$ cat src/rtl/sprite_motion_ctrl.sv
// Sprite position generator: steps sprite_x/sprite_y once every FRAME_DIV vsync falls.
// Bounces at the visible limits; define SPRITE_MOTION_WRAP_EN to wrap around instead.
module sprite_motion_ctrl #(
    parameter int SCREEN_W  = 640,
    parameter int SCREEN_H  = 480,
    parameter int SPRITE_W  = 32,
    parameter int SPRITE_H  = 32,
    parameter int START_X   = 304,
    parameter int START_Y   = 224,
    parameter int SPEED_X   = 4,
    parameter int SPEED_Y   = 2,
    parameter int FRAME_DIV = 1
) (
    input  logic       clk,
    input  logic       reset,
    input  logic       vsync,
    input  logic       start,
    input  logic       pause,
    output logic [9:0] sprite_x,
    output logic [9:0] sprite_y,
    output logic       moving,
    output logic       bounce_x,
    output logic       bounce_y
);

    localparam int X_MAX = SCREEN_W - SPRITE_W;
    localparam int Y_MAX = SCREEN_H - SPRITE_H;
    localparam logic [9:0] X_LIM  = 10'(X_MAX);
    localparam logic [9:0] Y_LIM  = 10'(Y_MAX);
    localparam logic [9:0] X_INIT = 10'(START_X);
    localparam logic [9:0] Y_INIT = 10'(START_Y);
    localparam logic [9:0] X_STEP = 10'(SPEED_X);
    localparam logic [9:0] Y_STEP = 10'(SPEED_Y);
    localparam int CNT_W = (FRAME_DIV > 1) ? $clog2(FRAME_DIV) : 1;
    localparam logic [CNT_W-1:0] CNT_LAST = CNT_W'(FRAME_DIV - 1);

    typedef enum logic [1:0] {
        IDLE = 2'd0,
        RUN  = 2'd1,
        HOLD = 2'd2
    } state_t;

    typedef struct packed {
        logic [9:0] pos;
        logic       dir_neg;
        logic       bounce;
    } axis_t;

    // One axis step; the 11-bit sum keeps pos+speed from wrapping before the limit test.
    function automatic axis_t step_axis(input logic [9:0] pos, input logic dir_neg,
                                        input logic [9:0] speed, input logic [9:0] lim);
        logic [10:0] nxt;
        axis_t       r;
        r.pos     = pos;
        r.dir_neg = dir_neg;
        r.bounce  = 1'b0;
        nxt       = {1'b0, pos} + {1'b0, speed};
`ifdef SPRITE_MOTION_WRAP_EN
        if (!dir_neg) begin
            r.pos = (nxt > {1'b0, lim}) ? 10'd0 : nxt[9:0];
        end else begin
            r.pos = (pos < speed) ? lim : pos - speed;
        end
`else
        if (!dir_neg) begin
            if (nxt >= {1'b0, lim}) begin
                r.pos     = lim;
                r.dir_neg = 1'b1;
                r.bounce  = 1'b1;
            end else begin
                r.pos = nxt[9:0];
            end
        end else begin
            if (pos <= speed) begin
                r.pos     = 10'd0;
                r.dir_neg = 1'b0;
                r.bounce  = 1'b1;
            end else begin
                r.pos = pos - speed;
            end
        end
`endif
        return r;
    endfunction

    state_t           state_q;
    state_t           state_nxt;
    logic             vsync_q;
    logic             fall;
    logic             reload;
    logic             tick;
    logic             update;
    logic [CNT_W-1:0] frame_cnt;
    logic             dir_x_neg;
    logic             dir_y_neg;
    axis_t            ax_nxt;
    axis_t            ay_nxt;

    assign fall   = vsync_q & ~vsync;
    assign update = tick & (frame_cnt == CNT_LAST);
    assign moving = (state_q == RUN);
    assign ax_nxt = step_axis(sprite_x, dir_x_neg, X_STEP, X_LIM);
    assign ay_nxt = step_axis(sprite_y, dir_y_neg, Y_STEP, Y_LIM);

    always_ff @(posedge clk) begin
        if (!reset) begin
            state_q <= IDLE;
        end else begin
            state_q <= state_nxt;
        end
    end

    // start outranks pause in every state; pause only matters once running.
    always_comb begin
        state_nxt = state_q;
        reload    = 1'b0;
        tick      = 1'b0;
        unique case (state_q)
            IDLE: begin
                if (start) begin
                    state_nxt = RUN;
                    reload    = 1'b1;
                end
            end
            RUN: begin
                if (start) begin
                    reload = 1'b1;
                end else if (pause) begin
                    state_nxt = HOLD;
                end else begin
                    tick = fall;
                end
            end
            HOLD: begin
                if (start) begin
                    state_nxt = RUN;
                    reload    = 1'b1;
                end else if (!pause) begin
                    state_nxt = RUN;
                end
            end
            default: state_nxt = IDLE;
        endcase
    end

    // Positions move on the edge that first samples vsync low, so they settle before the next frame.
    always_ff @(posedge clk) begin
        if (!reset) begin
            vsync_q   <= 1'b1;
            frame_cnt <= '0;
            sprite_x  <= X_INIT;
            sprite_y  <= Y_INIT;
            dir_x_neg <= 1'b0;
            dir_y_neg <= 1'b0;
            bounce_x  <= 1'b0;
            bounce_y  <= 1'b0;
        end else begin
            vsync_q  <= vsync;
            bounce_x <= 1'b0;
            bounce_y <= 1'b0;
            if (reload) begin
                frame_cnt <= '0;
                sprite_x  <= X_INIT;
                sprite_y  <= Y_INIT;
                dir_x_neg <= 1'b0;
                dir_y_neg <= 1'b0;
            end else if (update) begin
                frame_cnt <= '0;
                sprite_x  <= ax_nxt.pos;
                sprite_y  <= ay_nxt.pos;
                dir_x_neg <= ax_nxt.dir_neg;
                dir_y_neg <= ay_nxt.dir_neg;
                bounce_x  <= ax_nxt.bounce;
                bounce_y  <= ay_nxt.bounce;
            end else if (tick) begin
                frame_cnt <= frame_cnt + CNT_W'(1);
            end
        end
    end

endmodule
$ cat config.mk
export PLATFORM = sky130hd
export DESIGN_NAME = sprite_motion_ctrl
export DESIGN_NICKNAME = d
export VERILOG_FILES = /design/src/rtl/sprite_motion_ctrl.sv
export SDC_FILE = /design/constraint.sdc
export NUM_CORES = 1
export LEC_CHECK = 0
export CORE_ASPECT_RATIO = 1.1
export CORE_UTILIZATION = 45
export CTS_BUF_LIST = sky130_fd_sc_hd__clkbuf_8
export DETAILED_ROUTE_END_ITERATION = 12
export HOLD_SLACK_MARGIN = 0.1
export PLACE_DENSITY_LB_ADDON = 0.15
export SLEW_MARGIN = 15
export SYNTH_ARGS = -nofsm -noshare
export SYNTH_HDL_FRONTEND = slang
export SYNTH_SLANG_ARGS = --single-unit
export TNS_END_PERCENT = 50
$ cat constraint.sdc
create_clock -name clk -period 1.7 [get_ports clk]
set_input_delay 0.34 -clock clk [delete_from_list [all_inputs] [get_ports clk]]
set_output_delay 0.34 -clock clk [all_outputs]
set_load 0.05 [all_outputs]
==> metrics, run 1 <==
Post-Syn Area=0.00207 mm2; Tmin final=1.92 ns; P_leak=1.32 nW; FILL cells=317; Hold WC Path Type=in -> reg; data arrival time of the worst path=2.09 ns; failing checks=setup timing; peak supply drop=0.387 mV; ant diodes=0; initial core utilization=47.7%; Hold Path Stages=3; reg2reg path depth=6; drt initial violations=142; Detailed Place HPWL=4810 um; Synth Register Bits=25; outcome=finished, violations left; FMAX=521 MHz; clock-pin slew on the worst setup and hold paths=0.10 ns; TritonCTS clock tree=done; yosys warns=0; via count=2386; PwrDens=326 mW/mm2; slack of the critical path=-0.219 ns; Root Driver=clkbuf_8; post-synth top area share=24.1%; IO buf count=24; top post-synthesis cells by area=dfxtp_1, nand2_1, ha_1; startpoint types=flop; share of cells above drive strength 1=52.9%; distinct cell type count after synthesis=73; Worst-Skew Late Latency=0.27 ns; sequential share of the synthesized area=24.1%; Final Hold Fails=0; vias per inst=5.81; RR Endpoint=sprite_x[8]$_SDFFE_PP1P_; kind of critical path=reg -> reg; ys flop type=dfxtp_1; Synth area leader=dfxtp_1; final slew viol count=0; Die X-Extent=66.7 um; clk buf depth=2; average size of a mapped cell=8.04 um2; most frequent cell after synthesis=dfxtp_1; total CTS buffers=3; layout net count=369; Final GP Congestion=0.909; Core Area=0.00435 mm2; most frequent cells after synthesis=dfxtp_1, nand2_1, nor2_1; worst r2r src=sprite_x[8]$_SDFFE_PP1P_; MaxCap Viol Count=0; largest net degree at the start of global routing=17; WP data required=1.87 ns; clock skew=0.00868 ns; Crit Path Max Fanout=5; grt total ovfl=0; Synth async-reset ratio=0%; Vert. Die Dim=73.2 um; hold path start=start; vias in the first global route=2269; full die area=0.00488 mm2; first drt pass iteration count=4; antenna-violating nets left=0; RSZ-0062 raised after global routing=true; final setup violating endpoints=14; worst min-delay path endpoint=state_q[1]$_SDFFE_PN0P_; WL final=6920 um; Post-Synthesis Cells=258; Site Rows=25; H-tree depth=1; clk sink count=25; All-Layer GR Usage=28.7%; EDFF count, synth=0; Post-Place Setup Slack=-0.545 ns; crit share post-route=113%; wire per inst=16.8 um; CTS Hold Bufs=0; endpoint class of the critical path=flop; first-pass GRT wire length=10800 um; initial antenna violation count=0; post-route DRC violation count=0; Hold WS=0.470 ns; reg2reg setup slack=-0.22 ns; Ports=28; Layout area overhead=62.3%
==> per-stage QoR <==
step           std cells  TNS (ns)  util, %  area (um2)  power (mW)
2_1_floorplan        260     -1.16        -        2260       0.663
3_3_place_gp         391     -6.70     67.8        2950       0.718
3_5_place_dp         391     -8.03     67.8        2950       0.720
4_1_cts              406     -1.65     73.3        3190        1.10
5_1_grt              411     -2.64     77.4        3370        1.14
6_report             411     -1.40     77.4        3370        1.10
==> how the worst max path moves through the flow <==
stage | from | end | slack [ns]
floorplan | sprite_x[7]$_SDFFE_PP0P_ | sprite_x[5]$_SDFFE_PP1P_ | -0.20
global placement | pause | sprite_x[2]$_SDFFE_PP0P_ | -0.45
detailed placement | pause | dir_x_neg$_SDFFE_PP0P_ | -0.54
CTS | sprite_x[8]$_SDFFE_PP1P_ | sprite_x[8]$_SDFFE_PP1P_ | -0.21
global route | sprite_x[8]$_SDFFE_PP1P_ | sprite_x[8]$_SDFFE_PP1P_ | -0.29
finish | sprite_x[8]$_SDFFE_PP1P_ | sprite_x[8]$_SDFFE_PP1P_ | -0.22
==> report_power, final <==
part / switching, mW / internal (mW)
combinational: 0.0813 / 0.0687
sequential: 0.00440 / 0.567
clock: 0.209 / 0.167
==> sequential cells by signal, indices dropped and copies added (netlist names) <==
register / cells
bounce_x: 1
bounce_y: 1
dir_x_neg: 1
dir_y_neg: 1
frame_cnt: 1
sprite_x: 8
sprite_y: 9
state_q: 2
vsync_q: 1
==> placed cells by master, fill, tap and decap left out, types with 5 or more instances in the layout <==
cell type	count
buf_4	96
nand2_1	20
dfxtp_4	15
nor2_1	14
buf_6	12
nand3_1	10
o21ai_0	10
dfxtp_1	8
inv_1	7
a21oi_1	6
nor3_1	6
xnor2_1	5
a31oi_1	5
nor3_2	5
==> layout make-up <==
| type | count | area [um2] | area share [%] |
|---|---|---|---|
| multi-input cells | 203 | 1670 | 49.6 |
| well taps | 54 | 67.6 | 2.01 |
| clock buffers | 3 | 41.3 | 1.23 |
| inverters | 7 | 26.3 | 0.781 |
| repair buffers | 118 | 997 | 29.6 |
| clock inverters | 1 | 6.26 | 0.186 |
| flip-flops and latches | 25 | 559 | 16.6 |
==> metal layers <==
| layer | wire length (um) | global-route usage, % |
|---|---|---|
| met1 | 2960 | 35.9 |
| met2 | 3510 | 50.2 |
| met3 | 212 | 2.97 |
| met4 | 237 | 10.4 |
| met5 | 0 | 0 |
==> worst max-delay path: stages, from the launching register on <==
cell,delay (ns)
dfxtp_4,0.35
or4_4,0.57
o31ai_4,0.27
buf_6,0.16
o22a_2,0.12
o31ai_1,0.06
a221o_1,0.29
==> cells by family (layout without fill, tap and decap cells) <==
group                    count (synthesis)  in the layout  synth area share [%]
AO/OA/AOI/OAI                           86             86                  32.7
AND/OR/NAND/NOR                         99             99                  26.7
multiplexers                             1              1                 0.483
other                                    1              3                 0.181
buffers and inverters                   32            129                  8.81
adder cells (fa/ha/maj)                  6              6                  3.62
flip-flops                              25             25                  24.1
XOR/XNOR                                 8              8                  3.38
==> what timing repair did <==
item | CTS | global route
setup buffers | 10 | 5
gates resized for setup | 27 | 29
pin swaps | 15 | 16
gates cloned | 2 | 0
setup endpoints to repair | 19 | 21
No activity file was read; power rests on OpenSTA's default activity.
==> run 2, diff against run 1 <==
- PLACE_DENSITY: not set -> 0.7
- PLACE_DENSITY_LB_ADDON: 0.15 -> not set
- SKIP_LAST_GASP: not set -> 1
==> run 2 against run 1 <==
Effect of this change:
- via count is 1.3% lower
- die area stayed put
- core utilization down 4.3 points
- the run still ends with setup timing left
- critical path type unchanged
- first-iteration DRC count up 15%
- hold slack better by 0.069 ns
==> metrics, run 2 (synthesis gave the netlist of run 1 again) <==
outcome=finished, violations left; failing checks=setup timing; first-pass GRT wire length=10100 um; final non-filler cell total=395; PwrDens=340 mW/mm2; antenna-violating nets left=0; All-Layer GR Usage=27.1%; via count=2354; clk sink count=25; initial antenna violation count=0; Ports=28; slack of the critical path=-0.184 ns; startpoint types=flop; IO buf count=24; Top reg by flops=sprite_y; full die area=0.00488 mm2; initial core utilization=47.7%; FMAX=531 MHz; total CTS buffers=3; reg2reg path depth=6; Layout area overhead=53.4%; P_leak=1.24 nW; grt total ovfl=0; final slew viol count=0; Vert. Die Dim=73.2 um; Worst-Skew Late Latency=0.27 ns; largest net degree at the start of global routing=17; MaxCap Viol Count=0; TritonCTS clock tree=done; WP data required=1.87 ns; RSZ-0062 raised after global routing=true; post-route DRC violation count=0; vias per inst=5.96; clock-pin slew on the worst setup and hold paths=0.09 ns; endpoint class of the critical path=flop; max reg flops=9; commonest non-fill, non-tap cells in the layout=buf_4, nand2_1, dfxtp_4; Hold WS=0.539 ns; Root Driver=clkbuf_8; Die X-Extent=66.7 um; DP Cell Count=381; P_sw=0.283 mW; crit share post-route=111%; commonest non-fill, non-tap cell in the layout=buf_4; wire per inst=16.3 um; Top Registers=sprite_y: 9 flops, sprite_x: 8 flops, state_q: 2 flops; clk buf depth=2; Core Area=0.00435 mm2; kind of critical path=reg -> reg; Final GP Congestion=0.893; drt initial violations=164; share of cells above drive strength 1=48.4%; Crit Path Max Fanout=11; vias in the first global route=2182; Pwr Total=1.08 mW; H-tree depth=1; P_int=0.798 mW; WL final=6450 um; ant diodes=0; layout net count=353; data arrival time of the worst path=2.05 ns; Site Rows=25; logic gate share of total power=13.1%; Detailed Place HPWL=4460 um; Sw Share=26.2%; clock group share of total power=33.8%; Hold WC Path Type=reg -> reg; Final Hold Fails=0; clock skew=0.00250 ns; first drt pass iteration count=5; final setup violating endpoints=15; Hold Path Stages=1; Tmin final=1.88 ns; peak supply drop=0.324 mV; register share of total power=53.1%
## run 2: area by class of cell
cell class | count | area, um2
clock buffers | 3 | 41.3
clock inverters | 1 | 6.26
fillers | 337 | 1170
inverters | 7 | 26.3
multi-input cells | 204 | 1640
flip-flops and latches | 25 | 559
well taps | 54 | 67.6
repair buffers | 101 | 843
## run 2: per-stage QoR
| stage | TNS [ns] | util, % | worst slack (ns) | cell area (um2) |
|---|---|---|---|---|
| after floorplan | -1.16 | - | -0.198 | 2260 |
| after global placement | -7.09 | 66.4 | -0.433 | 2890 |
| after detailed placement | -7.56 | 66.4 | -0.453 | 2890 |
| after CTS | -0.903 | 71.1 | -0.170 | 3090 |
| after global routing | -2.29 | 73.2 | -0.217 | 3180 |
| final | -1.23 | 73.2 | -0.184 | 3180 |
## run 2: worst max-delay path, cell delays in order (launching register included)
cell and delay (ns):
dfxtp_4 0.35, or4_4 0.57, o31ai_4 0.22, buf_12 0.17
o22a_2 0.12, o31ai_1 0.05, a221o_1 0.29
## run 2: power by group through the flow
stage	Clock (mW)	Sequential (mW)	Combinational, mW
detailed placement	0	0.586	0.132
floorplan	0	0.591	0.0725
CTS	0.372	0.574	0.139
finish	0.366	0.574	0.142
global placement	0	0.586	0.130
global route	0.392	0.575	0.151
## run 2: repair_timing
| item | 4_1_cts | 5_1_grt |
|---|---|---|
| gates resized for setup | 24 | 12 |
| gates cloned | 1 | 0 |
| pin swaps | 11 | 11 |
| setup endpoints to repair | 20 | 18 |
| hold buffers | 0 | 0 |
| buffers inserted | 5 | 4 |
## run 2: path summary, 6_finish.rpt
check | start | end | slack (ns)
min | frame_cnt$_SDFFE_PP0N_ | frame_cnt$_SDFFE_PP0N_ | 0.54
min reg2reg | frame_cnt$_SDFFE_PP0N_ | frame_cnt$_SDFFE_PP0N_ | 0.54
max reg2reg | sprite_x[7]$_SDFFE_PP0P_ | sprite_x[8]$_SDFFE_PP1P_ | -0.18
max | sprite_x[7]$_SDFFE_PP0P_ | sprite_x[8]$_SDFFE_PP1P_ | -0.18
## run 2: layer usage
| metal | GRT usage, % | share of wire (%) |
|---|---|---|
| met5 | 0 | 0 |
| met3 | 2.66 | 2.7 |
| met2 | 49.9 | 54 |
| met4 | 11.1 | 1.7 |
| met1 | 31.5 | 41 |
==> run 3, diff against run 2 <==
- SKIP_CTS_REPAIR_TIMING: not set -> 1
==> run 3 against run 2 <==
Effect of this change:
- the flow still finishes with violations (setup timing)
- via count is 0.17% higher
- final cell count is 1.5% lower
- largest cell class unchanged
- die area stayed put
- critical path depth stayed put
- fmax is 0.41% higher
- register-to-register slack hardly changed
- sequential share of layout area hardly changed
==> metrics, run 3 (synthesis gave the netlist of run 1 again) <==
Site Rows=25; worst min-delay path endpoint=state_q[1]$_SDFFE_PN0P_; commonest non-fill, non-tap cell in the layout=buf_4; Final GP Congestion=0.893; Top reg by flops=sprite_y; vias in the first global route=2065; data arrival time of the worst path=2.05 ns; grt total ovfl=0; TritonCTS clock tree=done; startpoint types=flop; P_leak=1.23 nW; total CTS buffers=3; largest net degree at the start of global routing=17; clk sink count=25; initial core utilization=47.7%; RSZ-0062 raised after global routing=true; crit share post-route=110%; Layout area overhead=53.0%; All-Layer GR Usage=25.3%; Pwr Total=1.09 mW; worst r2r src=sprite_x[7]$_SDFFE_PP0P_; WL final=6350 um; post-route DRC violation count=0; endpoint class of the critical path=flop; failing checks=setup timing; Die X-Extent=66.7 um; initial antenna violation count=0; antenna-violating nets left=0; H-tree depth=1; clock skew=0.00503 ns; outcome=finished, violations left; Vert. Die Dim=73.2 um; Worst-Skew Late Latency=0.28 ns; WP data required=1.87 ns; via count=2358; Hold WS=0.441 ns; PwrDens=343 mW/mm2; first drt pass iteration count=4; MaxCap Viol Count=0; reg2reg setup slack=-0.18 ns; IO buf count=24; FMAX=533 MHz; Post-DP Area=0.00289 mm2; Top Registers=sprite_y: 9 flops, sprite_x: 8 flops, state_q: 2 flops; Final Hold Fails=0; Crit Path Max Fanout=11; kind of critical path=reg -> reg; max reg flops=9; commonest non-fill, non-tap cells in the layout=buf_4, nand2_1, dfxtp_4; share of cells above drive strength 1=47.8%; fin util=73.0%; hold path start=pause; Core Area=0.00435 mm2; RR Endpoint=sprite_x[8]$_SDFFE_PP1P_; reg2reg path depth=6; layout net count=347; Hold WC Path Type=in -> reg; vias per inst=6.06; drt initial violations=130; ant diodes=0; Ports=28; Hold Path Stages=4; Root Driver=clkbuf_8; slack of the critical path=-0.176 ns; post-route cell area=0.00317 mm2; clock-pin slew on the worst setup and hold paths=0.09 ns; wire per inst=16.3 um; Detailed Place HPWL=4460 um; full die area=0.00488 mm2; first-pass GRT wire length=9470 um; Tmin final=1.88 ns; clk buf depth=2; peak supply drop=0.322 mV; final setup violating endpoints=18; final slew viol count=0
run 3: changes by cell type in the layout (fill, tap and decap cells not counted), sizes merged:
| cell | change |
|---|---|
| dlymetal6s2s | +2 |
| buf | -5 |
| dlygate4sd2 | -3 |
run 3: final cells by class:
class,instances,area (um2)
Multi-Input combinational cell,204,1670
Fill cell,324,1170
Timing Repair Buffer,95,805
Sequential cell,25,559
Tap cell,54,67.6
Clock buffer,3,41.3
Inverter,7,26.3
Clock inverter,1,6.26
run 3: worst max-delay path by stage:
stage	start	end	slack, ns	cells after the start
finish	sprite_x[7]$_SDFFE_PP0P_	sprite_x[8]$_SDFFE_PP1P_	-0.18	6
global route	sprite_x[7]$_SDFFE_PP0P_	sprite_x[8]$_SDFFE_PP1P_	-0.21	6
CTS	sprite_x[2]$_SDFFE_PP0P_	sprite_x[4]$_SDFFE_PP1P_	-0.25	6
detailed placement	pause	dir_y_neg$_SDFFE_PP0P_	-0.45	5
global placement	pause	sprite_x[2]$_SDFFE_PP0P_	-0.43	7
floorplan	sprite_x[7]$_SDFFE_PP0P_	sprite_x[5]$_SDFFE_PP1P_	-0.20	7
run 3: critical path, cell delays in order (launching register included):
cell     delay, ns
dfxtp_4       0.35
or4_4         0.57
o31ai_4       0.22
buf_12        0.17
o22a_2        0.12
o31ai_1       0.05
a221o_1       0.29
run 3: through the flow:
step | setup TNS, ns | instances | worst slack (ns)
detailed placement | -7.56 | 381 | -0.453
CTS | -2.80 | 385 | -0.248
global route | -2.71 | 389 | -0.213
global placement | -7.09 | 381 | -0.433
finish | -1.34 | 389 | -0.176
floorplan | -1.16 | 260 | -0.198
run 3: per-layer routing:
metal | vias up | track usage [%] | wire [um]
met5 | - | 0 | 0
met4 | 0 | 10.6 | 226
met3 | 24 | 2.34 | 196
met2 | 69 | 44.9 | 3240
met1 | 1136 | 30.6 | 2690
li1 | 1129 | - | -
run 3: power by group:
| part | switching (mW) | total (mW) | internal, mW |
|---|---|---|---|
| Clock | 0.202 | 0.370 | 0.168 |
| Combinational | 0.0808 | 0.146 | 0.0650 |
| Sequential | 0.00665 | 0.574 | 0.567 |
| Total | 0.290 | 1.09 | 0.800 |
